File: config.mk
export PLATFORM = sky130hd
export DESIGN_NAME = led_matrix_scanner_flat
export DESIGN_NICKNAME = d
export VERILOG_FILES = /design/src/rtl/led_matrix_scanner_pkg.sv /design/src/rtl/led_matrix_scanner_if.sv /design/src/rtl/matrix_framebuffer.sv /design/src/rtl/led_matrix_scanner.sv /design/src/flat_wrapper.sv
export SDC_FILE = /design/constraint.sdc
export NUM_CORES = 1
export LEC_CHECK = 0
export ABC_AREA = 1
export CORE_UTILIZATION = 61
export CTS_CLUSTER_DIAMETER = 120
export DETAILED_ROUTE_END_ITERATION = 8
export PLACE_DENSITY = 0.9
export SLEW_MARGIN = 20
export SYNTH_ARGS = -nofsm -noshare
export SYNTH_HDL_FRONTEND = slang
export SYNTH_HIERARCHICAL = 1
export SYNTH_SLANG_ARGS = --single-unit
export TNS_END_PERCENT = 100
File: constraint.sdc
create_clock -name clk -period 6 [get_ports clk]
set_clock_uncertainty 0.15 [all_clocks]
set_input_delay 1.5 -clock clk [delete_from_list [all_inputs] [get_ports clk]]
set_output_delay 1.5 -clock clk [all_outputs]
set_load 0.01 [all_outputs]
File: src/rtl/led_matrix_scanner_pkg.sv
// Shared definitions for the LED matrix scanner.
// Contents:
//   scan_state_t              - scanner state encoding (ST_BLANK=0, ST_ON=1)
//   MATRIX_ROWS / MATRIX_COLS - matrix geometry (8x8)
//   ROW_IDX_W                 - width of a row index
//   apply_polarity()          - converts an active-high pattern to pin level
package led_matrix_scanner_pkg;

  localparam int MATRIX_ROWS = 8;
  localparam int MATRIX_COLS = 8;
  localparam int ROW_IDX_W   = $clog2(MATRIX_ROWS);

  typedef enum logic {
    ST_BLANK = 1'b0,
    ST_ON    = 1'b1
  } scan_state_t;

  // Active-high pattern in, pin-level pattern out.
  function automatic logic [MATRIX_COLS-1:0] apply_polarity(
    input logic [MATRIX_COLS-1:0] pattern,
    input logic                   active_low
  );
    return active_low ? ~pattern : pattern;
  endfunction

endpackage

File: src/rtl/led_matrix_scanner_if.sv
// Bus between the CPU peripheral side and the LED matrix scanner.
// Signals:
//   writeEnable / writeRow / writeData - back-buffer row write
//   swapRequest                        - one-cycle front/back swap request
//   swapPending                        - swap accepted, waiting for frame end
//   frameStart                         - pulse on first blank cycle of row 0
//   ledMatrixRow / ledMatrixColumn     - matrix pin drive
// Modports:
//   master - CPU/bench side, drives writes and swap requests
//   slave  - scanner side
interface led_matrix_scanner_if;
  import led_matrix_scanner_pkg::*;

  logic                   writeEnable;
  logic [ROW_IDX_W-1:0]   writeRow;
  logic [MATRIX_COLS-1:0] writeData;
  logic                   swapRequest;
  logic                   swapPending;
  logic                   frameStart;
  logic [MATRIX_ROWS-1:0] ledMatrixRow;
  logic [MATRIX_COLS-1:0] ledMatrixColumn;

  modport master (
    output writeEnable, writeRow, writeData, swapRequest,
    input  swapPending, frameStart, ledMatrixRow, ledMatrixColumn
  );

  modport slave (
    input  writeEnable, writeRow, writeData, swapRequest,
    output swapPending, frameStart, ledMatrixRow, ledMatrixColumn
  );

endinterface

File: src/rtl/matrix_framebuffer.sv
// Double-buffered 8x8 pixel store: two banks of eight 8-bit rows.
// Ports:
//   clk, rst       - clock, asynchronous active-high clear of both banks
//   i_writeEnable  - store i_writeData into bank ~i_frontSel, row i_writeRow
//   i_writeRow     - target row of the write
//   i_writeData    - pixel bits, bit i = column i
//   i_frontSel     - bank currently displayed; writes go to the other bank
//   i_readBank     - bank read by the combinational read port
//   i_readRow      - row read by the combinational read port
//   o_readData     - r_bank[i_readBank][i_readRow]
module matrix_framebuffer
  import led_matrix_scanner_pkg::*;
(
  input  logic                   clk,
  input  logic                   rst,
  input  logic                   i_writeEnable,
  input  logic [ROW_IDX_W-1:0]   i_writeRow,
  input  logic [MATRIX_COLS-1:0] i_writeData,
  input  logic                   i_frontSel,
  input  logic                   i_readBank,
  input  logic [ROW_IDX_W-1:0]   i_readRow,
  output logic [MATRIX_COLS-1:0] o_readData
);

  logic [MATRIX_COLS-1:0] r_bank [0:1][0:MATRIX_ROWS-1];

  // Only the back bank is ever written.
  always_ff @(posedge clk or posedge rst) begin
    if (rst) begin
      for (int b = 0; b < 2; b++) begin
        for (int r = 0; r < MATRIX_ROWS; r++) begin
          r_bank[b][r] <= '0;
        end
      end
    end else if (i_writeEnable) begin
      r_bank[~i_frontSel][i_writeRow] <= i_writeData;
    end
  end

  assign o_readData = r_bank[i_readBank][i_readRow];

endmodule

File: src/rtl/led_matrix_scanner.sv
// Multiplexed scan controller for an 8x8 LED matrix with a double-buffered
// framebuffer. Each row gets BLANK_TICKS cycles of all-off followed by
// ROW_TICKS cycles lit; a frame is 8 such slots. Swap requests are committed
// at the frame boundary so the displayed image never tears.
// Parameters:
//   ROW_TICKS      - cycles each row is lit (>= 1)
//   BLANK_TICKS    - cycles of all-off before each row (>= 1)
//   ROW_ACTIVE_LOW - 1: selected row pin driven 0, others 1
//   COL_ACTIVE_LOW - 1: lit column pin driven 0
// Ports:
//   clk, rst - clock, asynchronous active-high reset
//   bus      - led_matrix_scanner_if.slave (writes, swap handshake, pins)
module led_matrix_scanner
  import led_matrix_scanner_pkg::*;
#(
  parameter int ROW_TICKS      = 1000,
  parameter int BLANK_TICKS    = 16,
  parameter int ROW_ACTIVE_LOW = 0,
  parameter int COL_ACTIVE_LOW = 1
)(
  input  logic                 clk,
  input  logic                 rst,
  led_matrix_scanner_if.slave  bus
);

  localparam int MAX_TICKS = (ROW_TICKS > BLANK_TICKS) ? ROW_TICKS : BLANK_TICKS;
  localparam int CNT_W     = (MAX_TICKS > 1) ? $clog2(MAX_TICKS) : 1;

  localparam logic [CNT_W-1:0] ROW_LAST   = CNT_W'(ROW_TICKS - 1);
  localparam logic [CNT_W-1:0] BLANK_LAST = CNT_W'(BLANK_TICKS - 1);

  localparam logic ROW_AL = (ROW_ACTIVE_LOW != 0);
  localparam logic COL_AL = (COL_ACTIVE_LOW != 0);

  localparam logic [MATRIX_ROWS-1:0] ROW_OFF = apply_polarity('0, ROW_AL);
  localparam logic [MATRIX_COLS-1:0] COL_OFF = apply_polarity('0, COL_AL);

  // r_state/r_tick/r_row describe the scan position whose pin levels are
  // loaded into the output registers at the next clock edge.
  scan_state_t            r_state;
  logic [CNT_W-1:0]       r_tick;
  logic [ROW_IDX_W-1:0]   r_row;
  logic                   r_frontSel;
  logic                   r_swapPending;
  logic                   r_frameStart;
  logic [MATRIX_COLS-1:0] r_colLatch;
  logic [MATRIX_ROWS-1:0] r_rowOut;
  logic [MATRIX_COLS-1:0] r_colOut;

  logic                   w_frameBoundary;
  logic                   w_swap;
  logic                   w_frontSelNext;
  logic                   w_blankLast;
  logic                   w_rowLast;
  logic [MATRIX_ROWS-1:0] w_rowOneHot;
  logic [MATRIX_COLS-1:0] w_frontRowData;
  logic [MATRIX_COLS-1:0] w_latchData;

  assign w_frameBoundary = (r_state == ST_BLANK) && (r_tick == '0) && (r_row == '0);
  // A request arriving in the boundary cycle is folded into that swap.
  assign w_swap          = w_frameBoundary && (r_swapPending || bus.swapRequest);
  assign w_frontSelNext  = w_swap ? ~r_frontSel : r_frontSel;
  assign w_blankLast     = (r_tick == BLANK_LAST);
  assign w_rowLast       = (r_tick == ROW_LAST);
  assign w_rowOneHot     = MATRIX_ROWS'(1) << r_row;

  matrix_framebuffer u_framebuffer (
    .clk           (clk),
    .rst           (rst),
    .i_writeEnable (bus.writeEnable),
    .i_writeRow    (bus.writeRow),
    .i_writeData   (bus.writeData),
    .i_frontSel    (r_frontSel),
    .i_readBank    (w_frontSelNext),
    .i_readRow     (r_row),
    .o_readData    (w_frontRowData)
  );

  // With BLANK_TICKS == 1 the row-0 latch coincides with the swap edge; a
  // write to that row in the same cycle lands in the new front bank, so
  // forward it instead of the stale stored value.
  assign w_latchData = (w_swap && bus.writeEnable && (bus.writeRow == r_row))
                       ? bus.writeData : w_frontRowData;

  always_ff @(posedge clk or posedge rst) begin
    if (rst) begin
      r_state       <= ST_BLANK;
      r_tick        <= '0;
      r_row         <= '0;
      r_frontSel    <= 1'b0;
      r_swapPending <= 1'b0;
      r_frameStart  <= 1'b0;
      r_colLatch    <= '0;
      r_rowOut      <= ROW_OFF;
      r_colOut      <= COL_OFF;
    end else begin
      r_frameStart <= w_frameBoundary;

      if (w_swap) begin
        r_frontSel    <= ~r_frontSel;
        r_swapPending <= 1'b0;
      end else if (bus.swapRequest) begin
        r_swapPending <= 1'b1;
      end

      case (r_state)
        ST_BLANK: begin
          r_rowOut <= ROW_OFF;
          r_colOut <= COL_OFF;
          if (w_blankLast) begin
            r_state    <= ST_ON;
            r_tick     <= '0;
            r_colLatch <= w_latchData;
          end else begin
            r_tick <= r_tick + CNT_W'(1);
          end
        end
        ST_ON: begin
          r_rowOut <= apply_polarity(w_rowOneHot, ROW_AL);
          r_colOut <= apply_polarity(r_colLatch, COL_AL);
          if (w_rowLast) begin
            r_state <= ST_BLANK;
            r_tick  <= '0;
            r_row   <= r_row + ROW_IDX_W'(1);
          end else begin
            r_tick <= r_tick + CNT_W'(1);
          end
        end
        default: begin
          r_state <= ST_BLANK;
          r_tick  <= '0;
        end
      endcase
    end
  end

  assign bus.swapPending     = r_swapPending;
  assign bus.frameStart      = r_frameStart;
  assign bus.ledMatrixRow    = r_rowOut;
  assign bus.ledMatrixColumn = r_colOut;

endmodule

File: src/flat_wrapper.sv
// flat-port wrapper written by rule: the top's interface ports become plain ports
module led_matrix_scanner_flat import led_matrix_scanner_pkg::*;
#(
  parameter int ROW_TICKS      = 1000,
  parameter int BLANK_TICKS    = 16,
  parameter int ROW_ACTIVE_LOW = 0,
  parameter int COL_ACTIVE_LOW = 1
)
  (clk, rst, bus_writeEnable, bus_writeRow, bus_writeData, bus_swapRequest, bus_swapPending, bus_frameStart, bus_ledMatrixRow, bus_ledMatrixColumn);
  led_matrix_scanner_if bus_i ();
  input  logic clk;
  input  logic rst;
  input wire logic [$bits(bus_i.writeEnable)-1:0] bus_writeEnable;
  input wire logic [$bits(bus_i.writeRow)-1:0] bus_writeRow;
  input wire logic [$bits(bus_i.writeData)-1:0] bus_writeData;
  input wire logic [$bits(bus_i.swapRequest)-1:0] bus_swapRequest;
  output wire logic [$bits(bus_i.swapPending)-1:0] bus_swapPending;
  output wire logic [$bits(bus_i.frameStart)-1:0] bus_frameStart;
  output wire logic [$bits(bus_i.ledMatrixRow)-1:0] bus_ledMatrixRow;
  output wire logic [$bits(bus_i.ledMatrixColumn)-1:0] bus_ledMatrixColumn;
  assign bus_i.writeEnable = bus_writeEnable;
  assign bus_i.writeRow = bus_writeRow;
  assign bus_i.writeData = bus_writeData;
  assign bus_i.swapRequest = bus_swapRequest;
  assign bus_swapPending = bus_i.swapPending;
  assign bus_frameStart = bus_i.frameStart;
  assign bus_ledMatrixRow = bus_i.ledMatrixRow;
  assign bus_ledMatrixColumn = bus_i.ledMatrixColumn;
  led_matrix_scanner #(.ROW_TICKS(ROW_TICKS), .BLANK_TICKS(BLANK_TICKS), .ROW_ACTIVE_LOW(ROW_ACTIVE_LOW), .COL_ACTIVE_LOW(COL_ACTIVE_LOW)) u_core (.clk(clk), .rst(rst), .bus(bus_i));
endmodule
-- Word-level counts from Yosys, hierarchy flattened
Index checks and enable logic that the tools add are counted.
- word-level logic and storage cells: 80
- output and inout port bits: 18
- input port bits: 15
- register bits after elaboration: 169
- $lt $le $gt $ge: 6
- reduce and logical (&&, ||, !) cells: 13
- muxes and demuxes: 23
- bitwise operators: 7
- shift-type cells: 1
- equality and inequality tests: 3
- add/sub/neg operators: 2
- operators with widths (kind ; number):
    2-to-1 mux 64 bit ; 4
    bitwise mux 128 bit ; 1
    demux 64 bit (select 1 bit) ; 1
    2-to-1 mux 8 bit ; 4
    case mux 8 bit (2 select lines) ; 2
    binary-select mux 8 bit (select 3 bit) ; 1
    demux 8 bit (select 3 bit) ; 1
    2-to-1 mux 10 bit ; 2
    case mux 10 bit (2 select lines) ; 1
    adder 10 x 1 -> 10 bit, second input constant ; 1
    equality test 10 bit, second input constant ; 1
    equality test 10 x 4 -> 1 bit, second input constant ; 1
    zero test 10 bit ; 1
    >= comparator 4 bit, second input constant ; 2
    NOT 3 -> 4 bit ; 2
    NOT 8 bit ; 1
    << shifter 1 x 3 -> 8 bit, first input constant ; 1
    logical AND 1 bit ; 7
    2-to-1 mux 1 bit ; 5
    >= comparator 2 bit, second input constant ; 2
    < comparator 4 x 1 -> 1 bit, second input constant ; 1
    NOT 1 -> 2 bit ; 2
    AND reduction 2 bit ; 2
    adder 3 x 1 -> 3 bit, second input constant ; 1
    other kinds (7) ; 8

-- Logic depth before layout (Yosys ltp)
Gate-level depths: netlist of run 1.
- word-level depth: 13
- gate-level depth with buffers: 20
- mapped depth without buffers: 19

-- Modules after synthesis
Netlist of run 1, hierarchy kept.
- modules (own cells, without submodules) (module ; cells each ; instances ; seq. area each (um^2) ; area each (um^2)):
    matrix_framebuffer ; 843 ; 1 ; 3203.1 ; 6443.7
    led_matrix_scanner ; 208 ; 1 ; 1036.0 ; 1853.0

-- Worst setup path after synthesis of run 1
OpenSTA, ideal clock, no wires.
- kind: in2reg
- start: in bus_swapRequest
- end: reg u_core.r_colLatch[1]
- arrival: 2.904 ns
- data required time: 5.733 ns
- path buffers: 2
- stages: 15
- library setup time: 0.117 ns
- setup slack: 2.829 ns
- path through: nor2_1 > inv_1 > nand2_1 > xnor2_1 > buf_2 > buf_2 > nand2_1 > nand3_1 > nand3_1 > nand3_1 > nand2_1 > inv_1 > nand2_1 > nand2_1 > nand2_1
- longest elaborated chain between the ends: 11
- elaborated cells between the ends (all ways): 13
- classes of those cells: mux: 8; bitwise: 1; reduce/logical: 4
- ends and longest elaborated chain (element ; line ; source):
    from (decl) ; flat_wrapper.sv:16 ; input wire logic [$bits(bus_i.swapRequest)-1:0] bus_swapRequest;
    logical OR 1 bit ; led_matrix_scanner.sv:61 ; assign w_swap = w_frameBoundary && (r_swapPending || bus.swapRequest);
    logical AND 1 bit ; led_matrix_scanner.sv:61 ;
    2-to-1 mux 1 bit ; led_matrix_scanner.sv:62 ; assign w_frontSelNext = w_swap ? ~r_frontSel : r_frontSel;
    net u_core.w_frontSelNext ; led_matrix_scanner.sv:52 ; logic w_frontSelNext;
    NOT 1 -> 2 bit (not written as such) ; matrix_framebuffer.sv:40 ; assign o_readData = r_bank[i_readBank][i_readRow];
    2-to-1 mux 64 bit (not written as such) (3 in a row) ; matrix_framebuffer.sv:40 ;
    binary-select mux 8 bit (select 3 bit) ; matrix_framebuffer.sv:40 ;
    2-to-1 mux 8 bit (not written as such) (2 in a row) ; matrix_framebuffer.sv:40 ;
    net u_core.w_frontRowData[1] ; led_matrix_scanner.sv:56 ; logic [MATRIX_COLS-1:0] w_frontRowData;
    2-to-1 mux 8 bit ; led_matrix_scanner.sv:83 ; ? bus.writeData : w_frontRowData;
    to (signal assigned) ; led_matrix_scanner.sv:113 ; r_colLatch <= w_latchData;
    to (decl) ; led_matrix_scanner.sv:46 ; logic [MATRIX_COLS-1:0] r_colLatch;
The timed path passes the listed nets, and every way through them passes these cells. The select of a mux whose other input is x is not followed.
A chain may end at the register's enable or synchronous reset.

-- Worst setup path after layout of run 1
- start: in bus_swapRequest
- end: reg u_core.r_colLatch[5]
The elaborated chain is that of the path after synthesis.

==> results of run 1 <==
[cell type report]
class,instances,area [sq um]
Fill cell,959,3970
Timing Repair Buffer,37,358
Clock buffer,20,447
Clock inverter,12,220
Sequential cell,169,4240
Inverter,166,628
Multi-Input combinational cell,665,3160
Tap cell,176,220
[routing by layer]
| layer | GRT usage, % | up-vias |
|---|---|---|
| met5 | 0 | - |
| met4 | 20.8 | 0 |
| met3 | 9.80 | 124 |
| met2 | 51.3 | 523 |
| met1 | 41.4 | 3500 |
| li1 | - | 3272 |
[per-stage QoR]
step / total power (W) / instances / hold slack (ns) / area [sq um] / utilization (%)
CTS: 0.00315 / 1245 / 0.265 / 9270 / 70.0
floorplan: 0.00176 / 1051 / 0.226 / 8300 / -
detailed placement: 0.00191 / 1213 / 0.248 / 8610 / 65.0
finish: 0.00316 / 1245 / 0.271 / 9280 / 70.0
global route: 0.00330 / 1245 / 0.291 / 9280 / 70.0
global placement: 0.00188 / 1213 / 0.245 / 8610 / 65.0
[flip-flops by register name, summed over array words and instances, names as in the netlist]
register,count
u_core/bus.swapPending,1
u_core/r_tick,10
u_core/bus.frameStart,1
u_core/r_colLatch,8
u_core/bus.ledMatrixRow,8
u_core/bus.ledMatrixColumn,8
u_core/r_row,3
u_core/r_frontSel,1
u_core/r_state,1
u_core/u_framebuffer/r_bank,128
[path summary, 6_finish.rpt]
check / startpoint / to / slack, ns / cells after the start
setup / recovery: bus_swapRequest / u_core/r_colLatch[5]$_DFFE_PP0P_ / 2.03 / 15
hold / removal: u_core/r_colLatch[4]$_DFFE_PP0P_ / u_core/bus.ledMatrixColumn[4]$_DFF_PP1_ / 0.27 / 1
setup reg to reg: u_core/r_row[1]$_DFFE_PP0P_ / u_core/r_colLatch[5]$_DFFE_PP0P_ / 2.17 / 16
hold reg to reg: u_core/r_colLatch[4]$_DFFE_PP0P_ / u_core/bus.ledMatrixColumn[4]$_DFF_PP1_ / 0.27 / 1
max in group asynchronous: rst / u_core/u_framebuffer/r_bank[93]$_DFFE_PP0P_ / 3.40 / 3
min in group asynchronous: rst / u_core/u_framebuffer/r_bank[36]$_DFFE_PP0P_ / 1.48 / 2
[logic make-up (layout without fill, tap and decap cells)]
| logic type | count (synthesis) | count (layout) |
|---|---|---|
| flip-flops | 169 | 169 |
| AO/OA/AOI/OAI | 136 | 136 |
| XOR/XNOR | 6 | 6 |
| adder cells (fa/ha/maj) | 8 | 8 |
| AND/OR/NAND/NOR | 515 | 515 |
| buffers and inverters | 217 | 235 |
[synthesized netlist by cell type]
cell type,number,area share [%]
nand2_1,346,16
dfrtp_1,161,49
inv_1,157,7.1
nand3_1,115,6.9
o21ai_0,92,5.5
o21ai_2,26,2.7
clkbuf_1,23,1.0
buf_2,16,0.97
nor2_1,16,0.72
o21ai_1,15,0.90
inv_2,9,0.41
nor3_1,9,0.54
dfstp_2,8,2.5
ha_1,8,1.2
buf_4,6,0.54
buf_6,6,0.81
nand2_2,6,0.45
nor2_2,5,0.38
nor2_4,5,0.68
xor2_1,5,0.53
nor3_2,4,0.48
nand3_2,3,0.36
nand4_1,3,0.23
a21oi_1,2,0.12
nor4_1,2,0.15
a31oi_1,1,0.075
nand3_4,1,0.21
xnor2_1,1,0.11
[placed cells by master (no fill, tap or decap)]
cell | Yosys | routed
nand3_2 | 3 | 3
nor2_4 | 5 | 5
nand3_4 | 1 | 1
clkinv_2 | 0 | 3
nor3_2 | 4 | 4
nor2_1 | 16 | 16
inv_1 | 157 | 156
nor3_1 | 9 | 9
buf_4 | 6 | 5
dfstp_2 | 8 | 8
a31oi_1 | 1 | 1
clkbuf_1 | 23 | 2
dfrtp_1 | 161 | 161
nor2_2 | 5 | 5
nand4_1 | 3 | 3
nand2_2 | 6 | 6
o21ai_1 | 15 | 15
o21ai_2 | 26 | 26
inv_2 | 9 | 9
inv_6 | 0 | 2
bufinv_16 | 0 | 6
clkinv_4 | 0 | 1
clkdlybuf4s50_1 | 0 | 32
nand3_1 | 115 | 115
xnor2_2 | 0 | 1
clkbuf_16 | 0 | 17
o21ai_0 | 92 | 92
nor4_1 | 2 | 2
xor2_1 | 5 | 5
ha_1 | 8 | 8
nand2_1 | 346 | 346
clkinvlp_4 | 0 | 1
clkbuf_8 | 0 | 1
a21oi_1 | 2 | 2
[power by group]
group	switching, W	internal [W]
Clock	0.000444	0.000791
Sequential	0.0000940	0.00134
Combinational	0.000320	0.000172
[critical path: stages]
cell	delay [ns]
clkdlybuf4s50_1	0.45
nor2_1	0.06
inv_1	0.10
nand2_1	0.10
xnor2_2	0.16
inv_2	0.85
nand2_1	0.22
nand3_1	0.20
nand3_1	0.10
nand3_1	0.10
nand2_1	0.06
inv_1	0.05
nand2_1	0.05
nand2_1	0.06
nand2_1	0.05
==> flow_metrics.tcl, run 1 <==
set metrics [dict create \
    drt_iter0_drc 1192 \
    start_util_pct 62.7 \
    io_pins 33 \
    powerDensity_nw_per_um2 341 \
    nets 1079 \
    cts_root_buf "clkbuf_16" \
    grt_overflow 0 \
    cts_buffer_depth 2 \
    dp_hpwl_microns 13100 \
    startpoint_type "input port" \
    post_synth.cell_area_avg_sq_um 7.89 \
    wl_met3_microns 2170 \
    dp_worst_setup_slack_ns 1.77 \
    fin_ws_ns 2.03 \
    die_w_microns 119 \
    synthSimpleGateAreaFrac_pct 26.8 \
    worstPathArrival_ns 4.15 \
    clk_pin_slew_worst_paths_ns 0.06 \
    grt_start_max_net_pins 84 \
    ys_seq_area_share_pct 51.1 \
    status "finished, final reports clean" \
    routedWlPerCell_microns 17.7 \
    first_pass_iters 7 \
    ys_ff_latch 169 \
    cts_made_buffers 17 \
    p_leak_nw 4.65 \
    netlist_area_sq_um 8300 \
    dieArea_sq_um 14100 \
    diodes 0 \
    relSlewSlack_pct 22.0 \
    grt_pass1_vias 7182 \
    wl_microns 22000 \
    die_y_microns 119 \
    hold_viol_final 0 \
    maxCapViolCount 0 \
    crit_type "input port to flop" \
    synth-xor-area-share_pct 0.633 \
    cts-resized-gates 0 \
    ir_worst_vdd_v 0.000217 \
    synthAdderAreaFrac_pct 1.21 \
    synth_top_family_by_area "simple AND/OR/NAND/NOR gates" \
    grt_pass1_wl_microns 36200 \
    worstSkewPairLatency_ns 0.44 \
    wl_met1_microns 8430 \
    portBuffers 32 \
    track_usage_pct 33.4 \
    drc 0 \
    drive_gt1_share_pct 9.73 \
    antenna_found_initial 0 \
    cts.sinks 169 \
    met2_length_microns 10200 \
    cts_tree "done" \
    fin_crit_sh_pct 66.2 \
    rsz0062_at_grt "no" \
    fin_crit_ns 3.97 \
    htree_levels 4 \
    ant_nets 0 \
    vias 7419 \
    synth_cell_types 28 \
    ys_warn_count 6 \
    tightest_slew_ns 1.17 \
    syn2layout_area_growth_pct 11.8 \
    viasPerCell 5.96 \
    fmax_mhz 252 \
    hold_class "flop to flop" \
    top_layer "met4" \
    cp.required_ns 6.18 \
    synth_mux_area_share_pct 0 \
    finalSetupViolCount 0 \
    worstSetupEndpointType "flop" \
    syn_nets 1074 \
    core_area_sq_um 13200 \
    critPathMaxFanout 62 \
    synth_compound_area_share_pct 9.40 \
    rows 42 \
    drv_slew 0 \
    setup_tns_ns 0 \
    gp_congestion 0.907 \
    hold_buffers 0 \
    post_cts_buffers 0 \
    postSynthCellCount 1051 \
]
(Power assumes the default switching activity.)
==> run 2: changes to the inputs <==
CORE_UTILIZATION = 55   (was 61)
PLACE_DENSITY = 0.86   (was 0.9)
clock period = 3.4 ns   (was 6 ns; I/O delays follow)
==> run 2 against run 1 <==
- the flow now finishes with violations (design-rule violations)
- critical path depth grew 3
- sequential share of layout area shrank 0.70 points
- non-clock buffer count rose by 12
- flip-flop and latch count unchanged
- setup slack lost 1.6 ns
- core utilization down 5.7 points
- via count decreased by 5.0%
- final cell count increased by 1.6%
- first-iteration DRC count fell by 35%
- sequential power rose by 76%
- combinational power increased by 69%
- largest power group unchanged
==> flow_metrics.tcl, run 2 (synthesis gave the netlist of run 1 again) <==
set metrics [dict create \
    status "finished, violations left" \
    placed_cell_area_sq_um 8760 \
    die_y_microns 125 \
    fmax_mhz 332 \
    regMostFlops "u_core/u_framebuffer/r_bank" \
    dp_worst_setup_slack_ns 0.265 \
    crit_path_max_incr_delay_ns 0.51 \
    powerDensity_nw_per_um2 584 \
    ant_nets 0 \
    die_w_microns 125 \
    fin_crit_ns 3.01 \
    io_pins 33 \
    path_delay_family "simple AND/OR/NAND/NOR gates" \
    nets 1091 \
    hold_buffers 0 \
    drc 12 \
    layout_commonest_cell "nand2_1" \
    drt_iter0_drc 777 \
    antenna_found_initial 0 \
    p_int_w 0.00404 \
    grt_overflow 0 \
    grt_start_max_net_pins 63 \
    cts-resized-gates 0 \
    cts.sinks 169 \
    first_pass_iters 8 \
    drv_slew 0 \
    swShare_pct 26.6 \
    routedWlPerCell_microns 16.0 \
    dp_hpwl_microns 13200 \
    diodes 0 \
    cts_root_buf "clkbuf_16" \
    syn2layout_area_growth_pct 13.5 \
    dieArea_sq_um 15600 \
    core_area_sq_um 14600 \
    setup_tns_ns 0 \
    hold_class "flop to flop" \
    critPathBufInv 4 \
    vias 7048 \
    cts_made_buffers 17 \
    crit_chain "inv_1, nand2_1, nor2_1, nand2_2, nor2_4, nand2_1, xnor2_2, inv_2, buf_4, nand2_1, nand3_1, nand3_1, nand3_1, nand2_1, inv_1, nand2_1, nand2_1, nand2_1" \
    tightest_slew_ns 0.909 \
    track_usage_pct 27.5 \
    final_cells 1265 \
    fin_ws_ns 0.386 \
    maxCapViolCount 0 \
    final_cell_area_sq_um 9420 \
    worstPathArrival_ns 3.24 \
    violations "design-rule violations" \
    power.switching_w 0.00147 \
    p_leak_nw 4.71 \
    largest_registers "u_core/u_framebuffer/r_bank: 128 flops, u_core/r_tick: 10 flops" \
    hold_viol_final 0 \
    grt_pass1_vias 6635 \
    portBuffers 32 \
    crit_slowest_cell "dfrtp_1" \
    viasPerCell 5.57 \
    pwr-share-comb_pct 15.1 \
    start_util_pct 56.7 \
    post_cts_buffers 0 \
    seqPwrFrac_pct 45.8 \
    rsz0062_at_grt "no" \
    fill_cells 1141 \
    placed_cells 1233 \
    grt_pass1_wl_microns 33400 \
    cts_buffer_depth 2 \
    p_clk_share_pct 39.0 \
    worstSkewPairLatency_ns 0.44 \
    crit_type "flop to flop" \
    cpMostUsedCell "nand2_1" \
    startpoint_type "flop" \
    worstSetupEndpointType "flop" \
    multiInputGateArea_sq_um 3160 \
    fin_crit_sh_pct 88.6 \
    ir_worst_vdd_v 0.000407 \
    layout_common_cells "346 x nand2_1, 161 x dfrtp_1, 156 x inv_1" \
    cts_tree "done" \
    regArea_sq_um 4240 \
    relSlewSlack_pct 39.4 \
    wl_microns 20200 \
    drive_gt1_share_pct 10.8 \
    clk_pin_slew_worst_paths_ns 0.06 \
    critPathMaxFanout 19 \
    finalSetupViolCount 0 \
    r2r_slack_ns 0.39 \
    htree_levels 4 \
    largest_register_ffs 128 \
    cp.required_ns 3.62 \
    rows 44 \
    gp_congestion 0.886 \
    whs_ns 0.268 \
]
run 2: final timing paths:
| path | start | to | cells past startpoint |
|---|---|---|---|
| max reg2reg | u_core/r_state$_DFF_PP0_ | u_core/r_colLatch[6]$_DFFE_PP0P_ | 18 |
| max in group asynchronous | rst | u_core/bus.ledMatrixColumn[4]$_DFF_PP1_ | 3 |
| max | u_core/r_state$_DFF_PP0_ | u_core/r_colLatch[6]$_DFFE_PP0P_ | 18 |
| min in group asynchronous | rst | u_core/u_framebuffer/r_bank[92]$_DFFE_PP0P_ | 3 |
| min reg2reg | u_core/r_colLatch[7]$_DFFE_PP0P_ | u_core/bus.ledMatrixColumn[7]$_DFF_PP1_ | 1 |
| min | u_core/r_colLatch[7]$_DFFE_PP0P_ | u_core/bus.ledMatrixColumn[7]$_DFF_PP1_ | 1 |
run 2: power by group through the flow:
stage                     clock network [W]  logic, W  registers, W
after floorplan                           0  0.000599       0.00251
after global placement                    0  0.000781       0.00253
after detailed placement                  0  0.000810       0.00255
after CTS                           0.00216  0.000826       0.00252
after global routing                0.00225  0.000954       0.00256
final                               0.00215  0.000832       0.00252
run 2: layout make-up:
| cell class | count | area share [%] |
|---|---|---|
| inverter | 166 | 6.65 |
| tap | 184 | 2.44 |
| clock inverter | 11 | 2.05 |
| clock buffer | 21 | 4.99 |
| sequential | 169 | 45.0 |
| timing repair buffer | 49 | 5.29 |
| multi-input combinational | 665 | 33.6 |
run 2: metal layers:
layer  up-vias  part of all wire, %  wire length [microns]  global-route usage, %
met1      3322                   42                   8420                   35.0
met4         0                  4.7                    950                   17.0
met3        70                  7.9                   1610                   6.06
met2       359                   46                   9280                   42.9
li1       3297                    -                      -                      -
met5         -                    0                      0                      0
run 2: metrics by stage:
step | power, W | utilization [%]
after floorplan | 0.00311 | -
after global placement | 0.00331 | 59.8
after detailed placement | 0.00336 | 59.8
after CTS | 0.00551 | 64.3
after global routing | 0.00576 | 64.3
final | 0.00551 | 64.3
run 2: worst register-to-register path, cell delays in order, from the launching register on:
cell and delay, ns:
dfrtp_1 0.51, inv_1 0.31, nand2_1 0.09, nor2_1 0.14
nand2_2 0.10, nor2_4 0.14, nand2_1 0.10, xnor2_2 0.30
inv_2 0.09, buf_4 0.22, nand2_1 0.11, nand3_1 0.18
nand3_1 0.16, nand3_1 0.08, nand2_1 0.07, inv_1 0.04
nand2_1 0.05, nand2_1 0.05, nand2_1 0.05
==> run 3: changes to the inputs <==
CORE_UTILIZATION = 60   (was 55)
PLACE_DENSITY = 0.89   (was 0.86)
SYNTH_HIERARCHICAL = unset   (was 1)
clock period = 3 ns   (was 3.4 ns; I/O delays follow)
==> run 3 against run 2 <==
- the flow now finishes without violations
- via count up 2.5%
- first-iteration DRC count up 45%
- die area down 9.3%
- area after synthesis down 1.2%
- final cell count down 2.0%
- worst hold slack better by 0.015 ns
- wire length up 6.0%
- global-route usage up 5.2 points
- largest cell class unchanged
==> flow_metrics.tcl, run 3 <==
set metrics [dict create \
    relSlewSlack_pct 54.6 \
    cts_buffer_depth 2 \
    drive_gt1_share_pct 7.89 \
    post_cts_buffers 0 \
    routedWlPerCell_microns 17.3 \
    final_cells 1240 \
    layout_commonest_cell "nand2_1" \
    synthSimpleGateAreaFrac_pct 28.0 \
    netlist_area_sq_um 8200 \
    critPathMaxFanout 32 \
    ys_ff_latch 169 \
    ys.flop_type "dfrtp_1" \
    track_usage_pct 32.7 \
    rsz0062_at_grt "no" \
    startpoint_type "input port" \
    fill_cells 945 \
    nets 1074 \
    pwr-share-comb_pct 8.2 \
    worstSetupEndpointType "flop" \
    syn_nets 1054 \
    cts-resized-gates 0 \
    hold_buffers 0 \
    diodes 0 \
    synth_largest_area_cell "dfrtp_1" \
    clk_pin_slew_worst_paths_ns 0.07 \
    fin_crit_ns 2.50 \
    crit_slowest_cell "clkdlybuf4s50_1" \
    r2r_slack_ns 0.50 \
    grt_pass1_vias 6919 \
    regMostFlops "u_core.u_framebuffer.r_bank" \
    powerDensity_nw_per_um2 568 \
    whs_ns 0.283 \
    postSynthCellCount 1031 \
    io_pins 33 \
    p_leak_nw 4.47 \
    hold_class "flop to flop" \
    fin_util_pct 70.0 \
    synth_compound_area_share_pct 8.46 \
    start_util_pct 61.7 \
    fmax_mhz 399 \
    synth_edf_count 0 \
    dp_hpwl_microns 13800 \
    largest_register_ffs 128 \
    async_flop_share_pct 100 \
    first_pass_iters 8 \
    core_area_sq_um 13300 \
    portBuffers 32 \
    ant_nets 0 \
    grt_overflow 0 \
    cts_tree "done" \
    yosys.area.top_type_share_pct 49.1 \
    synth_top_family_by_area "simple AND/OR/NAND/NOR gates" \
    synth_cell_types 33 \
    die_w_microns 119 \
    vias 7224 \
    drc 0 \
    status "finished, final reports clean" \
    crit_path_max_incr_delay_ns 0.39 \
    cts.sinks 169 \
    gp_congestion 0.927 \
    p_clk_share_pct 42.9 \
    maxCapViolCount 0 \
    path_delay_family "simple AND/OR/NAND/NOR gates" \
    ir_worst_vdd_v 0.000452 \
    setup_tns_ns 0 \
    syn2layout_area_growth_pct 13.6 \
    cp.required_ns 3.19 \
    wl_microns 21500 \
    crit_chain "clkdlybuf4s50_1, inv_1, nand2_1, nand4_4, buf_4, nand3_1, nand3_1, nand3_1, nand3_1, nand3_1, nand2_1, nand2_1" \
    drv_slew 0 \
    synthAdderAreaFrac_pct 1.22 \
    worstSkewPairLatency_ns 0.44 \
    ys_top_cells_by_area "dfrtp_1 49%, nand2_1 13%, nand3_1 9.4%" \
    placed_cells 1208 \
    synthTopCellsByCount "282 x nand2_1, 161 x dfrtp_1, 154 x nand3_1" \
    hold_viol_final 0 \
    ys_warn_count 0 \
    power.switching_w 0.00132 \
    htree_levels 4 \
    rows 42 \
    viasPerCell 5.83 \
    synth.most_common_cell "nand2_1" \
    finalSetupViolCount 0 \
    cts_made_buffers 17 \
    critPathBufInv 3 \
    grt_start_max_net_pins 107 \
    fin_crit_sh_pct 83.5 \
    seqPwrFrac_pct 48.8 \
    largest_registers "u_core.u_framebuffer.r_bank: 128 flops, u_core.r_tick: 10 flops" \
    layout_common_cells "282 x nand2_1, 161 x dfrtp_1, 154 x nand3_1" \
    synth-xor-area-share_pct 0.534 \
    drt_iter0_drc 1126 \
    dieArea_sq_um 14100 \
    ys_seq_area_share_pct 51.7 \
    post_synth.cell_area_avg_sq_um 7.95 \
    cts_root_buf "clkbuf_16" \
    crit_type "input port to flop" \
    cpMostUsedCell "nand3_1" \
    tightest_slew_ns 0.678 \
    antenna_found_initial 0 \
    swShare_pct 24.9 \
    grt_pass1_wl_microns 35500 \
    die_y_microns 119 \
    worstPathArrival_ns 2.69 \
    p_int_w 0.00397 \
    synth_mux_area_share_pct 0 \
]
-- run 3: stage by stage --
step	power, W	setup slack [ns]	instance area (sq um)
finish	0.00529	0.496	9310
global route	0.00547	0.335	9310
detailed placement	0.00304	0.0878	8700
CTS	0.00528	0.544	9310
floorplan	0.00287	-0.0482	8200
global placement	0.00301	0.121	8700
-- run 3: worst reg2reg max path, cell delays in order (launching register included) --
cell and delay, ns:
dfrtp_1 0.68, inv_2 0.11, nand2_1 0.15, nor2_4 0.07
nand4_4 0.09, buf_4 0.37, nand3_1 0.17, nand3_1 0.12
nand3_1 0.12, nand3_1 0.12, nand3_1 0.09, nand2_1 0.09
nand2_1 0.05
-- run 3: final cells by class --
| type | instances | area, sq um | share of cell area [%] |
|---|---|---|---|
| sequential | 169 | 4240 | 45.5 |
| multi-input combinational | 659 | 3130 | 33.6 |
| inverter | 149 | 563 | 6.05 |
| timing repair buffer | 55 | 543 | 5.83 |
| clock buffer | 18 | 439 | 4.72 |
| tap | 176 | 220 | 2.36 |
| clock inverter | 14 | 174 | 1.87 |
-- run 3: worst paths after layout --
kind	endpoint	cells after the start	start
hold reg to reg	u_core.bus.ledMatrixColumn[5]$_DFF_PP1_	1	u_core.r_colLatch[5]$_DFFE_PP0P_
setup / recovery	u_core.r_colLatch[2]$_DFFE_PP0P_	12	bus_swapRequest
hold / removal	u_core.bus.ledMatrixColumn[5]$_DFF_PP1_	1	u_core.r_colLatch[5]$_DFFE_PP0P_
setup reg to reg	u_core.r_colLatch[2]$_DFFE_PP0P_	12	u_core.r_state$_DFF_PP0_
max in group asynchronous	u_core.u_framebuffer.r_bank[59]$_DFFE_PP0P_	3	rst
min in group asynchronous	u_core.u_framebuffer.r_bank[22]$_DFFE_PP0P_	3	rst
-- run 3: cells by family (layout without fill, tap and decap cells) --
family,count (synthesis),after routing
XOR/XNOR,5,5
buffers and inverters,203,236
AO/OA/AOI/OAI,137,137
adder cells (fa/ha/maj),8,8
flip-flops,169,169
AND/OR/NAND/NOR,509,509
-- run 3: per-layer routing --
| metal | vias up | global-route usage [%] | share of wire [%] |
|---|---|---|---|
| li1 | 3294 | - | - |
| met1 | 3346 | 44.2 | 39 |
| met2 | 505 | 49.1 | 46 |
| met3 | 79 | 7.14 | 11 |
| met4 | 0 | 18.1 | 4.2 |
| met5 | - | 0 | 0 |
-- run 3: power groups by stage --
stage	sequential, W	combinational (W)	clock, W
floorplan	0.00259	0.000285	0
global placement	0.00260	0.000406	0
detailed placement	0.00261	0.000424	0
CTS	0.00258	0.000431	0.00228
global route	0.00260	0.000494	0.00238
finish	0.00258	0.000434	0.00227
